## src/rtl/regfile_pkg.sv

```systemverilog
// Shared defaults and constants for the scoreboarded register file.
package regfile_pkg;

  localparam int unsigned DATA_W_DEF = 32;
  localparam int unsigned ADDR_W_DEF = 5;

  // Architectural zero register: reads 0, ignores writes, never busy.
  localparam int unsigned REG_ZERO = 0;

endpackage

```

## src/rtl/regfile_scoreboard.sv

```systemverilog
// Per-register busy bits set at issue, cleared at writeback, with an
// incrementally tracked population count.
module regfile_scoreboard
  import regfile_pkg::*;
#(
  parameter int unsigned ADDR_W = ADDR_W_DEF,
  parameter int unsigned NUM_RD = 2
) (
  input  logic                     clk_i,
  input  logic                     rst_ni,
  input  logic                     iss_en_i,
  input  logic [ADDR_W-1:0]        iss_addr_i,
  input  logic                     wr_en_i,
  input  logic [ADDR_W-1:0]        wr_addr_i,
  input  logic [NUM_RD*ADDR_W-1:0] rd_addr_i,
  output logic [NUM_RD-1:0]        rd_busy_o,
  output logic [ADDR_W:0]          busy_cnt_o
);

  localparam int unsigned Depth = 2 ** ADDR_W;

  logic [Depth-1:0] busy_q, busy_d;
  logic [ADDR_W:0]  cnt_q, cnt_d;
  logic             set, clr, inc, dec;

  always_comb begin
    set    = iss_en_i && (iss_addr_i != ADDR_W'(REG_ZERO));
    clr    = wr_en_i && (wr_addr_i != ADDR_W'(REG_ZERO));
    busy_d = busy_q;
    if (clr) busy_d[wr_addr_i] = 1'b0;
    // Issue applied last so a same-cycle new producer keeps the register busy.
    if (set) busy_d[iss_addr_i] = 1'b1;

    inc   = set && !busy_q[iss_addr_i];
    dec   = clr && busy_q[wr_addr_i] && !(set && (iss_addr_i == wr_addr_i));
    cnt_d = cnt_q;
    if (inc && !dec) begin
      cnt_d = cnt_q + (ADDR_W + 1)'(1);
    end else if (dec && !inc) begin
      cnt_d = cnt_q - (ADDR_W + 1)'(1);
    end
  end

  always_ff @(posedge clk_i or negedge rst_ni) begin
    if (!rst_ni) begin
      busy_q <= '0;
      cnt_q  <= '0;
    end else begin
      busy_q <= busy_d;
      cnt_q  <= cnt_d;
    end
  end

  // No same-cycle bypass: busy reflects the registered vector only.
  always_comb begin
    rd_busy_o = '0;
    for (int unsigned k = 0; k < NUM_RD; k++) begin
      rd_busy_o[k] = (rd_addr_i[k*ADDR_W +: ADDR_W] != ADDR_W'(REG_ZERO)) &&
                     busy_q[rd_addr_i[k*ADDR_W +: ADDR_W]];
    end
  end

  assign busy_cnt_o = cnt_q;

endmodule

```

## src/rtl/regfile_sb.sv

```systemverilog
// Flip-flop register file with write-through read bypass and a busy scoreboard.
module regfile_sb
  import regfile_pkg::*;
#(
  parameter int unsigned DATA_W = DATA_W_DEF,
  parameter int unsigned ADDR_W = ADDR_W_DEF,
  parameter int unsigned NUM_RD = 2
) (
  input  logic                     clk,
  input  logic                     rst_n,
  input  logic [NUM_RD*ADDR_W-1:0] rd_addr,
  output logic [NUM_RD*DATA_W-1:0] rd_data,
  output logic [NUM_RD-1:0]        rd_busy,
  input  logic                     wr_en,
  input  logic [ADDR_W-1:0]        wr_addr,
  input  logic [DATA_W-1:0]        wr_data,
  input  logic                     iss_en,
  input  logic [ADDR_W-1:0]        iss_addr,
  output logic [ADDR_W:0]          busy_cnt
);

  localparam int unsigned Depth = 2 ** ADDR_W;

  logic [DATA_W-1:0] regs_q [Depth];
  logic              wr_live;

  assign wr_live = wr_en && (wr_addr != ADDR_W'(REG_ZERO));

  always_ff @(posedge clk or negedge rst_n) begin
    if (!rst_n) begin
      for (int unsigned i = 0; i < Depth; i++) begin
        regs_q[i] <= '0;
      end
    end else if (wr_live) begin
      regs_q[wr_addr] <= wr_data;
    end
  end

  always_comb begin
    rd_data = '0;
    for (int unsigned k = 0; k < NUM_RD; k++) begin
      if (rd_addr[k*ADDR_W +: ADDR_W] == ADDR_W'(REG_ZERO)) begin
        rd_data[k*DATA_W +: DATA_W] = '0;
      end else if (wr_live && (wr_addr == rd_addr[k*ADDR_W +: ADDR_W])) begin
        rd_data[k*DATA_W +: DATA_W] = wr_data;
      end else begin
        rd_data[k*DATA_W +: DATA_W] = regs_q[rd_addr[k*ADDR_W +: ADDR_W]];
      end
    end
  end

  regfile_scoreboard #(
    .ADDR_W (ADDR_W),
    .NUM_RD (NUM_RD)
  ) u_scoreboard (
    .clk_i      (clk),
    .rst_ni     (rst_n),
    .iss_en_i   (iss_en),
    .iss_addr_i (iss_addr),
    .wr_en_i    (wr_en),
    .wr_addr_i  (wr_addr),
    .rd_addr_i  (rd_addr),
    .rd_busy_o  (rd_busy),
    .busy_cnt_o (busy_cnt)
  );

endmodule

```

## config.mk

```make
export PLATFORM = sky130hd
export DESIGN_NAME = regfile_sb
export DESIGN_NICKNAME = d
export VERILOG_FILES = /design/src/rtl/regfile_pkg.sv /design/src/rtl/regfile_scoreboard.sv /design/src/rtl/regfile_sb.sv
export SDC_FILE = /design/constraint.sdc
export NUM_CORES = 2
export LEC_CHECK = 0
export CAP_MARGIN = 20
export CORE_MARGIN = 3
export CORE_UTILIZATION = 45
export CTS_CLUSTER_SIZE = 14
export DETAILED_ROUTE_END_ITERATION = 6
export GPL_TIMING_DRIVEN = 0
export HOLD_SLACK_MARGIN = 0.06
export SLEW_MARGIN = 20
export SYNTH_ARGS = -nofsm -noshare
export SYNTH_HDL_FRONTEND = slang
export SYNTH_SLANG_ARGS = --single-unit
```

## constraint.sdc

```tcl
create_clock -name clk -period 9.3 [get_ports clk]
set_clock_uncertainty 0.1 [all_clocks]
set_input_delay 1.86 -clock clk [delete_from_list [all_inputs] [get_ports clk]]
set_output_delay 1.86 -clock clk [all_outputs]
set_load 0.03 [all_outputs]
```

# After elaboration in Yosys (flattened, before gate mapping)
# Index checks and enable logic that the tools add are counted.
[op_classes] addsub=2 n_mul=0 div_mod_pow=0 magnitude_cmp=10 n_eq_ne=3 shift=0 n_mux=29 n_bitwise=6 reduce_logical=26
[ops] op="bitwise mux 1024 bit" count=1
[ops] op="two-way mux 32 bit" count=11
[ops] op="binary-select mux 32 bit (select 5 bit)" count=2
[ops] op="demux 32 bit (select 5 bit)" count=1
[ops] op="bitwise AND 32 bit" count=1
[ops] op="inverter 32 bit" count=1
[ops] op="bitwise OR 32 bit" count=1
[ops] op="less-than comparator 5 x 6 -> 1 bit, second input constant" count=4
[ops] op="binary-select mux 1 bit (select 5 bit)" count=4
[ops] op="nonzero test 5 bit" count=4
[ops] op="greater-or-equal comparator 6 bit, second input constant" count=3
[ops] op="inverter 5 -> 6 bit" count=3
[ops] op="== test 5 bit" count=3
[ops] op="logical AND 1 bit" count=15
[ops] op="two-way mux 6 bit" count=2
[ops] op="demux 1 bit (select 5 bit)" count=2
[ops] op="greater-or-equal comparator 5 x 1 -> 1 bit, second input constant" count=2
[ops] op="zero test 5 bit" count=2
[ops] op="adder 6 x 1 -> 6 bit, second input constant" count=1
[ops] op="less-than comparator 6 x 1 -> 1 bit, second input constant" count=1
[ops] op="two-way mux 1 bit" count=6
[ops] op="subtractor 6 x 1 -> 6 bit, second input constant" count=1
[ops] op="zero test 1 bit" count=4
[ops] op="nonzero test 2 bit" count=1
[word_totals] register_bits=1062 latchBits=0 ramBits=0 rom_bits=0 input_bits=56 out_inout_bits=72 elab_cells=110 n_memories=0

# Depth between registers and ports, before layout
[depth] depth_word=9 ltp_mapped=17

# Modules after synthesis
# Synthesis repeated with hierarchy kept, for this count alone.
[unflattened] hier_cells=4207 area_unflattened_um2=58753.8
[modules_own_cells] mod="regfile_sb" instances=1 cells_per_inst=3944 area_each_um2=55924.9
[modules_own_cells] mod="regfile_scoreboard" instances=1 cells_per_inst=263 area_each_um2=2829.0

# Least setup slack after synthesis
# OpenSTA, ideal clock, no wires.
[synth_path] path_type="input to output" start="input port rd_addr[5]" end="output port rd_data[35]" arrival_ps=3946 required_time_ps=7340 setup_slack_ps=3394 path_stages=10 n_path_buf=5 cell_sequence="buf_6 buf_12 buf_12 buf_12 buf_8 mux2i_1 a211oi_1 o21ai_0 o22a_1 a211oi_1"
[synth_via] elab_chain_len=6 word_cells_on_any_way=9 classes_between="1 x eq/ne; 5 x mux; 1 x bitwise; 2 x reduce/logical"
[synth_lines] element="start: declaration" line_no="regfile_sb.sv:11" source="input logic [NUM_RD*ADDR_W-1:0] rd_addr,"
[synth_lines] element="inverter 5 -> 6 bit (implied by the code)" line_no="regfile_sb.sv:47" source="rd_data[k*DATA_W +: DATA_W] = regs_q[rd_addr[k*ADDR_W +: ADDR_W]];"
[synth_lines] element="binary-select mux 32 bit (select 5 bit)" line_no="regfile_sb.sv:47"
[synth_lines] element="two-way mux 32 bit (implied by the code) (2 in a row)" line_no="regfile_sb.sv:47"
[synth_lines] element="two-way mux 32 bit" line_no="regfile_sb.sv:44" source="end else if (wr_live && (wr_addr == rd_addr[k*ADDR_W +: ADDR_W])) begin"
[synth_lines] element="two-way mux 32 bit *" line_no="regfile_sb.sv:42" source="if (rd_addr[k*ADDR_W +: ADDR_W] == ADDR_W'(REG_ZERO)) begin"
[synth_lines] element="end: declaration" line_no="regfile_sb.sv:12" source="output logic [NUM_RD*DATA_W-1:0] rd_data,"
# Mark *: on every way between the ends. The rest lies on a longest branch, timed or not. The select of a mux whose other input is x is not followed.

# Final worst setup path
[layout_path] start="input port rd_addr[1]" end="output port rd_data[21]"
# The elaborated chain is that of the path after synthesis.

==> summary.md <==
| Metric | Value |
|---|---|
| Clock insertion delay at the later pin of the skew report | `0.79 ns` |
| Largest net degree at the start of global routing | `141` |
| Main combinational cell family by area after synthesis | `multiplexers` |
| PnR worst setup slack | `-0.151 ns` |
| Hold worst-path end | `u_scoreboard.busy_cnt_o[5]$_DFFE_PN0P_` |
| Unrepaired setup endpoints after global routing | `false` |
| Routability-driven placement congestion ratio | `1.03` |
| Source of the worst register-to-register timing path | `u_scoreboard.busy_q[11]$_DFF_PN0_` |
| Combinational share of power | `0.239` |
| Mean post-synth cell area | `13.9 um^2` |
| Number of distinct library cell variants in the gate-level netlist after synthesis | `69` |
| Cell at the root of the clock tree | `clkbuf_16` |
| Number of buffers created by CTS | `130` |
| Post-CTS Setup Repair Bufs | `0` |
| Clock sink total | `1062` |
| Top FF cell, synth | `dfrtp_1` |
| Post-synth net total | `4257` |
| Number of port buffers | `117` |
| Arrival time worst endpoint | `7.49 ns` |
| Routed wire length | `303 mm` |
| Die Y | `366 um` |
| Simple-Gate Fraction of Synth Area | `0.0372` |
| Critical path peak fanout | `10` |
| Share of power burned in registers | `0.412` |
| Count of final hold-check violations | `0` |
| Count of hold buffers inserted by post-cts repair | `0` |
| Mapped Area | `58400 um^2` |
| Violations in the final reports | `design-rule violations, negative setup slack` |
| Number of instances resized during post-cts repair | `0` |
| Remaining routing DRC violations | `3` |
| Synth Area in XOR/XNOR | `0.00285` |
| LEAKAGE | `0.0290 uW` |
| Tot GR Track Use | `0.444` |
| End of the worst register-to-register path | `u_scoreboard.busy_cnt_o[5]$_DFFE_PN0P_` |
| Internal power of the cells | `10400 uW` |
| Commonest cells in the netlist | `1062 x dfrtp_1, 994 x mux2_2, 414 x mux4_2` |
| Depth of the worst hold-timing path | `1` |
| Compound-cell area share of the yosys netlist | `0.0575` |
| Share of synthesized area spent on multiplexers | `0.404` |
| Finished Core Util | `0.523` |
| Clock share of power | `0.349` |
| Yosys top cell area share | `0.455` |
| Critical Path RT | `7.34 ns` |
| Setup slack at placement | `0.119 ns` |
| Instance area at placement | `62700 um^2` |
| Synth top area cells | `dfrtp_1 46%, mux2_2 19%, mux4_2 16%` |
| Number of standard cells after synthesis | `4194` |
| Max-cap violation count | `0` |
| Overflow left after global routing | `0` |
| Antenna-violating nets left | `0` |
| Worst IR Drop VDD | `0.219 mV` |
| Power per cell area | `226 nW/um^2` |
| Endpoint kind of the worst setup timing path | `output port` |
| Switching part of the total power | `0.313` |
| Die outline area | `134000 um^2` |
| Layout Nets | `4547` |
| Fraction of final layout cells with drive strength greater than 1 | `0.429` |
| Count leader, synth | `dfrtp_1` |
| CORE AREA | `128000 um^2` |
| Reg clk slew, reported paths | `0.05 ns` |
| Actual transition at the worst max-transition pin | `1.32 ns` |
| CTS H-tree lvls | `4` |
| Result of the run | `complete, but fails checks` |
| Final total negative setup slack | `-0.482 ns` |
| Min-Delay Startpoint | `u_scoreboard.busy_cnt_o[5]$_DFFE_PN0P_` |
| Via count of the first global-routing pass | `43400` |
| Minimum clock period | `9.45 ns` |
| Antenna violations before repair | `28` |
| Post-route fraction of the period consumed by the critical path | `1.02` |
| DP Wirelength | `207 mm` |
| I/O Pins | `128` |
| Avg Vias per Cell | `7.35` |
| DRT Pass-1 Iters | `7` |
| Count of flip-flops with a built-in enable after synthesis | `0` |
| Clock tree from TritonCTS | `built` |
| Type of the worst setup path | `input port to output port` |
| Hold Path Class | `register to register` |
| Synthesis warning total | `0` |
| Number of design-rule violations left by the first detailed-router iteration | `7861` |
| Die outline width | `366 um` |
| Cell row count | `131` |
| Number of cell instances on the worst register-to-register path | `15` |
| Fill cell total of the finished layout | `11100` |
| Startpoint types | `input port` |
| Headroom to the max-slew limit | `0.123` |
| Initial cell density of the core | `0.456` |
| Adder-cell share of the synthesized area | `0.00163` |
| Total count of max-transition violations in the final report | `0` |
| Worst reg2reg setup slack | `5.37 ns` |
| Final setup viols | `5` |
| Register bit total from synthesis | `1062` |
| Number of buffers on the longest clock path | `3` |
| Sequential-to-total area share from yosys stat | `0.455` |
| F_max | `106 MHz` |
| Synthesis-to-layout area growth | `14.9%` |
| Fraction of synthesis flops using an asynchronous set or reset pin | `1.00` |
| Net Switching | `4740 uW` |
| Global-route wire length before repair | `399 mm` |
| Routed wirelength normalized by instance count | `48.0 um` |
| Cell taking the most area after synthesis | `dfrtp_1` |
| Total number of vias | `46400` |
| Final std cell area, no fill | `67100 um^2` |
==> placed cells by master, fill, tap and decap left out, drive strengths merged, types with 52 or more instances in the layout <==
cell,count
a211oi,68
a21oi,62
buf,276
clkbuf,417
clkdlybuf4s50,116
dfrtp,1062
mux2,1017
mux2i,278
mux4,414
nand2,102
nor2,117
nor2b,52
nor3,53
o21ai,90
o22ai,71
==> critical path, stage by stage <==
cell             delay [ns]
clkdlybuf4s50_1        0.68
buf_4                  0.41
buf_4                  0.54
buf_2                  0.79
nand2_1                0.55
buf_16                 0.34
clkbuf_2               0.50
o22ai_1                0.68
o22ai_1                0.16
nor2_1                 0.11
nor3_1                 0.11
clkdlybuf4s50_1        0.67
==> power groups by stage <==
stage	registers, uW	logic (uW)	clock network (uW)
CTS	6190	3480	5260
global placement	6260	3370	0
global route	6330	3720	5440
floorplan	6040	2290	0
detailed placement	6260	3470	0
finish	6240	3610	5280
==> state kept, by name (all words and copies together), names as in the netlist <==
| name | flops |
|---|---|
| u_scoreboard.busy_q | 32 |
| u_scoreboard.busy_cnt_o | 6 |
| regs_q | 1024 |
==> routing by layer <==
metal  vias to the layer above  track usage  routed length, um
met5                         -            0                 80
met4                        12        0.313              26700
met3                      1085        0.238              49800
met2                      4086        0.568             116000
met1                     24600        0.565             110000
li1                      16700            -                  -
==> area by class of cell <==
cell class,instances,area (um^2),area share
multi-input combinational,2658,29400,0.438
sequential,1062,26600,0.396
timing repair buffer,158,2050,0.0306
clock inverter,40,532,0.00793
buffer,467,2530,0.0378
inverter,7,26.3,0.000392
antenna,11,27.5,0.000410
tap,1729,2160,0.0323
clock buffer,185,3760,0.0560
==> kinds of logic (layout without fill, tap and decap cells) <==
group                    after synthesis  in the layout
multiplexers                        1709           1709
XOR/XNOR                              19             19
other                                  0             11
buffers and inverters                474            857
AO/OA/AOI/OAI                        484            484
adder cells (fa/ha/maj)                7              7
AND/OR/NAND/NOR                      439            439
flip-flops                          1062           1062
==> per-stage QoR <==
stage	std cells	total power (uW)	hold WS (ns)
after floorplan	4194	8330	0.338
after global placement	6040	9640	0.356
after detailed placement	6080	9730	0.360
after CTS	6305	14900	0.373
after global routing	6306	15500	0.392
final	6317	15100	0.369
==> worst max path at each step <==
stage / slack (ns) / to / cells past startpoint / from
detailed placement: 0.12 / rd_data[22] / 11 / rd_addr[1]
global placement: -44.30 / regs_q[152]$_DFFE_PN0P_ / 1 / rst_n
finish: -0.15 / rd_data[21] / 12 / rd_addr[1]
CTS: 0.11 / rd_data[22] / 11 / rd_addr[1]
floorplan: 3.39 / rd_data[35] / 10 / rd_addr[5]
global route: 0.1 / rd_data[56] / 11 / rd_addr[6]
Power figures use the tool's default switching activity.
